--- config.mk ---
export PLATFORM = sky130hd
export DESIGN_NAME = rop_wmb
export DESIGN_NICKNAME = d
export VERILOG_FILES = /design/src/rtl/rop_pkg.sv /design/src/rtl/rop_wmb_match.sv /design/src/rtl/rop_wmb.sv
export SDC_FILE = /design/constraint.sdc
export NUM_CORES = 1
export LEC_CHECK = 0
export CAP_MARGIN = 20
export CORE_UTILIZATION = 62
export CTS_BUF_LIST = sky130_fd_sc_hd__clkbuf_8 sky130_fd_sc_hd__clkbuf_16
export DETAILED_ROUTE_END_ITERATION = 7
export PLACE_DENSITY = 0.87
export SYNTH_ARGS = -nofsm -noshare
export SYNTH_HDL_FRONTEND = slang
export SYNTH_SLANG_ARGS = --single-unit
--- constraint.sdc ---
create_clock -name clk -period 10.05 [get_ports clk]
set_input_delay 3.015 -clock clk [delete_from_list [all_inputs] [get_ports clk]]
set_output_delay 3.015 -clock clk [all_outputs]
set_load 0.01 [all_outputs]
--- src/rtl/rop_pkg.sv ---
// Shared types and helpers for the ROP write-merge buffer.
package rop_pkg;

  localparam int unsigned WADDR_W = 30;
  localparam int unsigned DATA_W  = 32;
  localparam int unsigned STRB_W  = 4;

  typedef struct packed {
    logic               valid;
    logic [WADDR_W-1:0] waddr;
    logic [DATA_W-1:0]  data;
    logic [STRB_W-1:0]  strb;
  } wmb_entry_t;

  typedef enum logic {
    WMB_IDLE = 1'b0,
    WMB_SEND = 1'b1
  } wmb_state_t;

  // Replace each byte lane of old_data whose strobe is set with new_data's lane.
  function automatic logic [DATA_W-1:0] merge_bytes(
    input logic [DATA_W-1:0] old_data,
    input logic [DATA_W-1:0] new_data,
    input logic [STRB_W-1:0] strb
  );
    logic [DATA_W-1:0] res;
    res = old_data;
    for (int i = 0; i < STRB_W; i++) begin
      if (strb[i]) res[8*i +: 8] = new_data[8*i +: 8];
    end
    return res;
  endfunction

endpackage

--- src/rtl/rop_wmb_match.sv ---
// Combinational word-address match over the buffer entries; locked entries never hit.
module rop_wmb_match
  import rop_pkg::*;
#(
  parameter int unsigned DEPTH = 4
) (
  input  wmb_entry_t         entries [DEPTH],
  input  logic [DEPTH-1:0]   lock,
  input  logic [WADDR_W-1:0] waddr,
  output logic [DEPTH-1:0]   hit,
  output logic               hit_any
);

  always_comb begin
    hit = '0;
    for (int i = 0; i < DEPTH; i++) begin
      hit[i] = entries[i].valid && !lock[i] && (entries[i].waddr == waddr);
    end
  end

  assign hit_any = |hit;

endmodule

--- src/rtl/rop_wmb.sv ---
// Write-merge buffer: merges byte-strobed stores per word and drains them in
// allocation order as full-word memory writes with accumulated strobes.
module rop_wmb
  import rop_pkg::*;
#(
  parameter int unsigned DEPTH        = 4,
  parameter int unsigned DRAIN_THRESH = 2,
  parameter int unsigned IDLE_TIMEOUT = 15
) (
  input  logic        clk,
  input  logic        rst,
  input  logic        st_valid,
  input  logic [31:0] st_addr,
  input  logic [31:0] st_wdata,
  input  logic [3:0]  st_wstrb,
  output logic        st_ready,
  input  logic        drain_req,
  output logic        mem_wr_valid,
  output logic [31:0] mem_wr_addr,
  output logic [31:0] mem_wr_data,
  output logic [3:0]  mem_wr_strb,
  input  logic        mem_wr_ready,
  output logic        empty,
  output logic        busy
);

  localparam int unsigned PTR_W  = $clog2(DEPTH);
  localparam int unsigned CNT_W  = PTR_W + 1;
  localparam int unsigned IDLE_W = (IDLE_TIMEOUT < 1) ? 1 : $clog2(IDLE_TIMEOUT + 1);
  localparam logic [CNT_W-1:0]  DEPTH_C  = CNT_W'(DEPTH);
  localparam logic [CNT_W-1:0]  THRESH_C = CNT_W'(DRAIN_THRESH);
  localparam logic [IDLE_W-1:0] IDLE_MAX = IDLE_W'(IDLE_TIMEOUT);

  wmb_entry_t        entries_q [DEPTH];
  wmb_entry_t        entries_d [DEPTH];
  logic [PTR_W-1:0]  head_q, head_d, tail_q, tail_d;
  logic [CNT_W-1:0]  count_q, count_d;
  logic [IDLE_W-1:0] idle_q, idle_d;
  wmb_state_t        state_q, state_d;
  logic [DEPTH-1:0]  lock, hit;
  logic              hit_any, accept, alloc, pop;
  logic              cond_now, cond_next, out_empty;
  logic              unused_addr_lsb;

  assign unused_addr_lsb = ^st_addr[1:0];

  // Head is locked while its write is being presented.
  always_comb begin
    lock = '0;
    if (state_q == WMB_SEND) lock[head_q] = 1'b1;
  end

  rop_wmb_match #(.DEPTH(DEPTH)) u_match (
    .entries (entries_q),
    .lock    (lock),
    .waddr   (st_addr[31:2]),
    .hit     (hit),
    .hit_any (hit_any)
  );

  assign st_ready = hit_any || (count_q < DEPTH_C);
  assign accept   = st_valid && st_ready;
  assign alloc    = accept && !hit_any && (st_wstrb != '0);
  assign pop      = (state_q == WMB_SEND) && mem_wr_ready;

  // Entry array update: merge, pop, allocate (never the same slot).
  always_comb begin
    entries_d = entries_q;
    for (int i = 0; i < DEPTH; i++) begin
      if (accept && hit[i]) begin
        entries_d[i].data = merge_bytes(entries_q[i].data, st_wdata, st_wstrb);
        entries_d[i].strb = entries_q[i].strb | st_wstrb;
      end
    end
    if (pop) entries_d[head_q].valid = 1'b0;
    if (alloc) begin
      entries_d[tail_q].valid = 1'b1;
      entries_d[tail_q].waddr = st_addr[31:2];
      entries_d[tail_q].data  = merge_bytes(32'd0, st_wdata, st_wstrb);
      entries_d[tail_q].strb  = st_wstrb;
    end
  end

  // Pointers, occupancy, idle timer and drain FSM next state.
  always_comb begin
    head_d  = head_q + PTR_W'(pop);
    tail_d  = tail_q + PTR_W'(alloc);
    count_d = count_q + CNT_W'(alloc) - CNT_W'(pop);
    idle_d  = idle_q;
    if (accept || (count_q == '0)) idle_d = '0;
    else if (idle_q != IDLE_MAX)   idle_d = idle_q + IDLE_W'(1);

    cond_now  = (count_q != '0) &&
                ((count_q >= THRESH_C) || (idle_q == IDLE_MAX) || drain_req);
    cond_next = (count_d != '0) &&
                ((count_d >= THRESH_C) || (idle_d == IDLE_MAX) || drain_req);

    state_d = state_q;
    case (state_q)
      WMB_IDLE: if (cond_now) state_d = WMB_SEND;
      WMB_SEND: if (pop && !cond_next) state_d = WMB_IDLE;
      default:  state_d = WMB_IDLE;
    endcase

    out_empty = (count_d == '0) && (state_d == WMB_IDLE);
  end

  always_ff @(posedge clk) begin
    if (rst) state_q <= WMB_IDLE;
    else     state_q <= state_d;
  end

  // Storage plus registered write channel, loaded from the next head entry.
  always_ff @(posedge clk) begin
    if (rst) begin
      for (int i = 0; i < DEPTH; i++) entries_q[i] <= '0;
      head_q       <= '0;
      tail_q       <= '0;
      count_q      <= '0;
      idle_q       <= '0;
      mem_wr_valid <= 1'b0;
      mem_wr_addr  <= '0;
      mem_wr_data  <= '0;
      mem_wr_strb  <= '0;
      empty        <= 1'b1;
      busy         <= 1'b0;
    end else begin
      entries_q    <= entries_d;
      head_q       <= head_d;
      tail_q       <= tail_d;
      count_q      <= count_d;
      idle_q       <= idle_d;
      mem_wr_valid <= (state_d == WMB_SEND);
      mem_wr_addr  <= (state_d == WMB_SEND) ? {entries_d[head_d].waddr, 2'b00} : '0;
      mem_wr_data  <= (state_d == WMB_SEND) ? entries_d[head_d].data : '0;
      mem_wr_strb  <= (state_d == WMB_SEND) ? entries_d[head_d].strb : '0;
      empty        <= out_empty;
      busy         <= !out_empty;
    end
  end

endmodule

==> qor.csv, run 1 <==
metric,value,unit
status,completed,
antenna_found_initial,1,
setup_viol,0,
gp_congestion,0.9709,
area_growth_syn_to_layout,14.96,%
floorplan.initialDensity,0.6330,
ys_seq_area_frac,0.4371,
rsz0062_at_grt,no,
grt_max_degree,168,
ys_types,66,
cp-start-kind,primary input,
crit_type,primary input to output port,
min_period_over_period,0.9015,
critPathMaxFanout,10,
fin_crit,9.060,ns
tns,0,ns
grt_pass1_vias,14000,
synth.top_cell.area_share,0.4371,
design.core.area,25180,um^2
grt_first_pass_wirelength,74490,um
drcViolationCount,0,
postCtsSetupRepairBufs,0,
hpwl,29530,um
synth_area_per_cell,8.560,um^2
fin_skew,0.01411,ns
nFillCells,1803,
yosysTopAreaCell,dfxtp_1,
cts-root-buf,clkbuf_16,
num_rows,58,
vias_per_cell,6.643,
netlist_instances,1862,
multi_input_area,8100,um^2
ys_ff_latch,348,
cts_max_level,2,
layout-drive-gt1-share,0.05965,
max-vdd-ir-drop,0.0001492,V
port_buffers,140,
dieArea,26350,um^2
powerDensity,219.5,nW/um^2
synth_area_leaders,"dfxtp_1 44%, nand2_1 6.3%, xnor2_1 5.5%",
leakagePower,6.197,nW
syn_area,15940,um^2
cts_resized,0,
drtIter0Drc,1921,
grt.total_usage,0.3554,
hold_violations,0,
cts_sinks,348,
async_flop_share,0,
insertion_delay,0.53,ns
die_y,162.3,um
placed_area,17130,um^2
grt.overflow.total,0,
nNetsFinal,1968,
synthFlopType,dfxtp_1,
cp_data_arrival_time,6.04,ns
via_count,14890,
drv_cap,0,
ctsHoldBuffers,0,
fin_util,0.7277,
worst_pin_slew,1.188,ns
cts_tree,built,
io-pin-count,145,
hold_class,register to register,
regArea,6967,um^2
die_w,162.3,um
drt_first_pass_iters,5,
yosys_warnings,0,
worst_ep_required_time,7.04,ns
critPathCaptureType,output port,
fin_area,18320,um^2
slew_violations,0,
wire_per_inst,21.35,um
synth_enable_flop_cells,0,
place_ws,0.9334,ns
wirelength,47860,um
drtAntennaViolNets,0,
cts_buffers,37,
clk_pin_slew,0.06,ns
clk_path_buf_depth,3,
fin_ws,0.9903,ns
max-slew-margin-rel,0.2077,
max_freq,0.1104,GHz
## synth_stat cells (all sizes together) (19+ instances only)
cell and count:
o31ai 25, a21oi 149, and2 32, xor2 19, and3 20, nor2b 59
nor2 158, buf 91, xnor2 106, a22oi 89, dfxtp 348, o22ai 72
a221oi 48, o221ai 41, a32o 55, nand4 39, inv 20, clkbuf 87
nand2 267, o21ai 58
## report_power, final
group | internal, W | switching [W] | total, W
clock | 0.000768 | 0.000549 | 0.00132
combinational | 0.000428 | 0.000675 | 0.00110
sequential | 0.00152 | 0.0000817 | 0.00160
total | 0.00272 | 0.00131 | 0.00402
## worst paths after layout
check,start,end,slack (ns),depth (start not counted)
setup / recovery,st_addr[5],st_ready,0.99,8
hold / removal,entries_q[122],entries_q[122],0.48,2
setup reg to reg,entries_q[39],mem_wr_strb[0],4.16,19
hold reg to reg,entries_q[122],entries_q[122],0.48,2
## worst max-delay path, cell delays in order
cell and delay [ns]:
clkdlybuf4s50_1 0.64, xnor2_1 0.54, nand4_1 0.17, nor4_1 0.57, nand3_1 0.18, and4_1 0.28
nand2_1 0.10, clkdlybuf4s50_1 0.53
## cell usage in the layout (no fill, tap or decap), types with 3 or more instances in the layout
| cell | netlist | final |
|---|---|---|
| dfxtp_1 | 348 | 348 |
| nand2_1 | 267 | 267 |
| nor2_1 | 156 | 153 |
| a21oi_1 | 142 | 141 |
| clkdlybuf4s50_1 | 0 | 139 |
| xnor2_1 | 100 | 100 |
| a22oi_1 | 89 | 89 |
| o22ai_1 | 71 | 71 |
| nor2b_1 | 59 | 59 |
| a32o_1 | 55 | 55 |
| o21ai_0 | 56 | 54 |
| a221oi_1 | 48 | 48 |
| o221ai_1 | 41 | 41 |
| nand4_1 | 39 | 39 |
| clkbuf_16 | 0 | 39 |
| and2_1 | 31 | 31 |
| inv_1 | 19 | 29 |
| o31ai_1 | 25 | 25 |
| buf_4 | 11 | 22 |
| and3_1 | 20 | 20 |
| xor2_1 | 19 | 19 |
| nor4_1 | 12 | 12 |
| nand3_1 | 7 | 7 |
| a21oi_2 | 7 | 7 |
| a21o_1 | 7 | 7 |
| ha_1 | 7 | 7 |
| clkbuf_8 | 0 | 7 |
| xnor2_2 | 6 | 6 |
| nand2b_1 | 6 | 6 |
| clkinv_2 | 0 | 6 |
| nor3_1 | 5 | 4 |
| o21ai_2 | 1 | 3 |
| nor2_4 | 0 | 3 |
## cell families (layout without fill, tap and decap cells)
family / count (synthesis) / count (layout) / share of synthesized area
compound gates: 557 / 557 / 0.2442
other cells: 1 / 3 / 0.0002353
mux: 2 / 2 / 0.002041
simple gates: 622 / 622 / 0.1792
flops: 348 / 348 / 0.4371
xor+xnor: 125 / 125 / 0.07151
buf+inv: 199 / 247 / 0.05895
fa+ha+maj: 8 / 8 / 0.006751
## flip-flops by register name, summed over array words and instances, names as in the netlist
register      count
idle_q            4
head_q            2
busy              1
tail_q            2
empty             1
mem_wr_valid      1
entries_q       268
mem_wr_data      32
mem_wr_addr      30
count_q           3
mem_wr_strb       4
## area by class of cell
class	count	area share
inverter	21	0.004302
sequential	348	0.3802
multi-input combinational	1316	0.4421
clock buffer	45	0.05777
timing repair buffer	163	0.08720
tap	330	0.02253
clock inverter	18	0.005804
antenna	1	0.0001366
## metrics by stage
stage	hold slack [ns]	std cells	total power, W
finish	0.4801	2242	0.004022
global placement	0.4631	2177	0.002661
floorplan	0.4541	1863	0.002283
CTS	0.4813	2240	0.003997
detailed placement	0.4739	2177	0.002690
global route	0.5031	2241	0.004159
## layer usage
| layer | up-vias | GRT usage | share of wire |
|---|---|---|---|
| li1 | 6711 | - | - |
| met1 | 7072 | 0.4455 | 0.38 |
| met2 | 934 | 0.5781 | 0.47 |
| met3 | 174 | 0.06188 | 0.099 |
| met4 | 2 | 0.2003 | 0.049 |
| met5 | - | 0 | 0.00023 |
Note: power is estimated with default switching activity, not from simulation.
==> run 2, diff against run 1 <==
- SLEW_MARGIN: unset -> 20
==> run 2 against run 1 <==
Clock skew fell by 0.0021 ns. Clock power barely moved. Final cell count did not move. Largest cell class unchanged. Largest power group unchanged.
==> qor.csv, run 2 (synthesized netlist as in run 1, its figures left out) <==
metric,value,unit,change
status,completed,,unchanged
max-slew-margin-rel,0.2370,,was 0.2077
antenna_found_initial,1,,unchanged
layout-drive-gt1-share,0.05965,,unchanged
clk_path_buf_depth,3,,unchanged
cp_common_cell,clkdlybuf4s50_1,,unchanged
place_ws,0.9334,ns,unchanged
grt.total_usage,0.3554,,unchanged
cts_buffers,37,,unchanged
min_period_over_period,0.9017,,was 0.9015
crit_family,simple AND/OR/NAND/NOR gates,,unchanged
leakagePower,6.197,nW,unchanged
critPathCaptureType,output port,,unchanged
max_freq,0.1103,GHz,was 0.1104 GHz
postCtsSetupRepairBufs,0,,unchanged
largest_register,entries_q,,unchanged
gp_congestion,0.9709,,unchanged
slowest_stage,clkdlybuf4s50_1,,unchanged
die_w,162.3,um,unchanged
rsz0062_at_grt,no,,unchanged
worst_ep_required_time,7.04,ns,about the same
layout_commonest_cell,dfxtp_1,,unchanged
hold_violations,0,,unchanged
wire_per_inst,21.29,um,was 21.35 um
cts_sinks,348,,unchanged
drtIter0Drc,1936,,was 1921
min-delay-start,entries_q[122],,unchanged
reg2reg_slack,4.15,ns,was 4.16 ns
cp_cell_sequence,clkdlybuf4s50_1 -> xnor2_1 -> nand4_1 -> or4_4 -> or2_1 -> and4_1 -> nand2_1 -> clkdlybuf4s50_1,,was clkdlybuf4s50_1 -> xnor2_1 -> nand4_1 -> nor4_1 -> nand3_1 -> and4_1 -> nand2_1 -> clkdlybuf4s50_1
drv_cap,0,,unchanged
crit_type,primary input to output port,,unchanged
nNetsFinal,1968,,unchanged
reg2reg_from,entries_q[173],,was entries_q[39]
drt_first_pass_iters,6,,was 5
grt_pass1_vias,14000,,unchanged
cts-root-buf,clkbuf_16,,unchanged
worst_pin_slew,1.145,ns,was 1.188 ns
cp-start-kind,primary input,,unchanged
hold_class,register to register,,unchanged
insertion_delay,0.53,ns,about the same
critPathMaxFanout,10,,unchanged
area_growth_syn_to_layout,14.96,%,unchanged
via_count,14910,,was 14890
cp-startpoint,st_addr[5],,unchanged
setup_viol,0,,unchanged
fin_skew,0.01201,ns,was 0.01411 ns
dieArea,26350,um^2,unchanged
reg_top3,"entries_q (268), mem_wr_data (32), mem_wr_addr (30)",,unchanged
grt.overflow.total,0,,unchanged
grt_max_degree,168,,unchanged
final_cell_mix,"348 x dfxtp_1, 267 x nand2_1, 153 x nor2_1, 141 x a21oi_1, 139 x clkdlybuf4s50_1",,unchanged
largest_reg_flops,268,,unchanged
fin_cells,2242,,unchanged
powerDensity,219.6,nW/um^2,was 219.5 nW/um^2
port_buffers,140,,unchanged
die_y,162.3,um,unchanged
num_rows,58,,unchanged
crit_buf_inv,2,,unchanged
cts_max_level,2,,unchanged
wirelength,47730,um,was 47860 um
slew_violations,0,,unchanged
total_power,0.004025,W,was 0.004022 W
dp.cells,2177,,unchanged
design.core.area,25180,um^2,unchanged
fin_ws,0.9875,ns,was 0.9903 ns
tns,0,ns,unchanged
vias_per_cell,6.649,,was 6.643
hpwl,29530,um,unchanged
floorplan.initialDensity,0.6330,,unchanged
max_stage_delay,0.64,ns,about the same
io-pin-count,145,,unchanged
drtAntennaViolNets,0,,unchanged
fin_area,18320,um^2,unchanged
clk_pin_slew,0.06,ns,about the same
max-vdd-ir-drop,0.0001511,V,was 0.0001492 V
placed_area,17130,um^2,unchanged
ctsHoldBuffers,0,,unchanged
cts_resized,0,,unchanged
cts_tree,built,,unchanged
grt_first_pass_wirelength,74490,um,unchanged
cp_data_arrival_time,6.05,ns,was 6.04 ns
drcViolationCount,0,,unchanged
fin_crit,9.063,ns,was 9.060 ns
[run 2: area by class of cell]
cell class	instances	area [um^2]
flip-flops and latches	348	6967
repair buffers	163	1598
clock buffers	45	1059
inverters	21	78.83
fillers	1806	6858
multi-input cells	1316	8100
clock inverters	18	106.4
diodes	1	2.502
well taps	330	412.9
[run 2: final timing paths]
path                         end  cells past startpoint
setup / recovery        st_ready                      8
hold / removal    entries_q[122]                      2
setup reg to reg  mem_wr_strb[0]                     19
hold reg to reg   entries_q[122]                      2
[run 2: metrics by stage]
stage / hold WS [ns] / util
finish: 0.4831 / 0.7277
floorplan: 0.4541 / -
global route: 0.5031 / 0.7276
detailed placement: 0.4739 / 0.6802
CTS: 0.4813 / 0.7265
global placement: 0.4631 / 0.6802
[run 2: where the power goes]
group	internal [W]	leakage, nW	switching [W]
logic	0.000428	2.76	0.000674
registers	0.00152	2.82	0.0000812
clock network	0.000768	0.619	0.000552
[run 2: layer usage]
layer / vias to the layer above / GRT usage / routed length, um / share of wire
met3: 190 / 0.06188 / 4639 / 0.097
li1: 6713 / - / - / -
met1: 7103 / 0.4455 / 18080 / 0.38
met5: - / 0 / 11 / 0.00023
met2: 898 / 0.5781 / 22410 / 0.47
met4: 2 / 0.2003 / 2586 / 0.054
[run 2: worst reg2reg max path: cells and delay by family, from the launching register on]
family	cells	cell delay, ns
fa+ha+maj	3	0.71
compound gates	4	1.06
buf+inv	2	0.10
simple gates	8	2.95
xor+xnor	2	0.63
flops	1	0.33
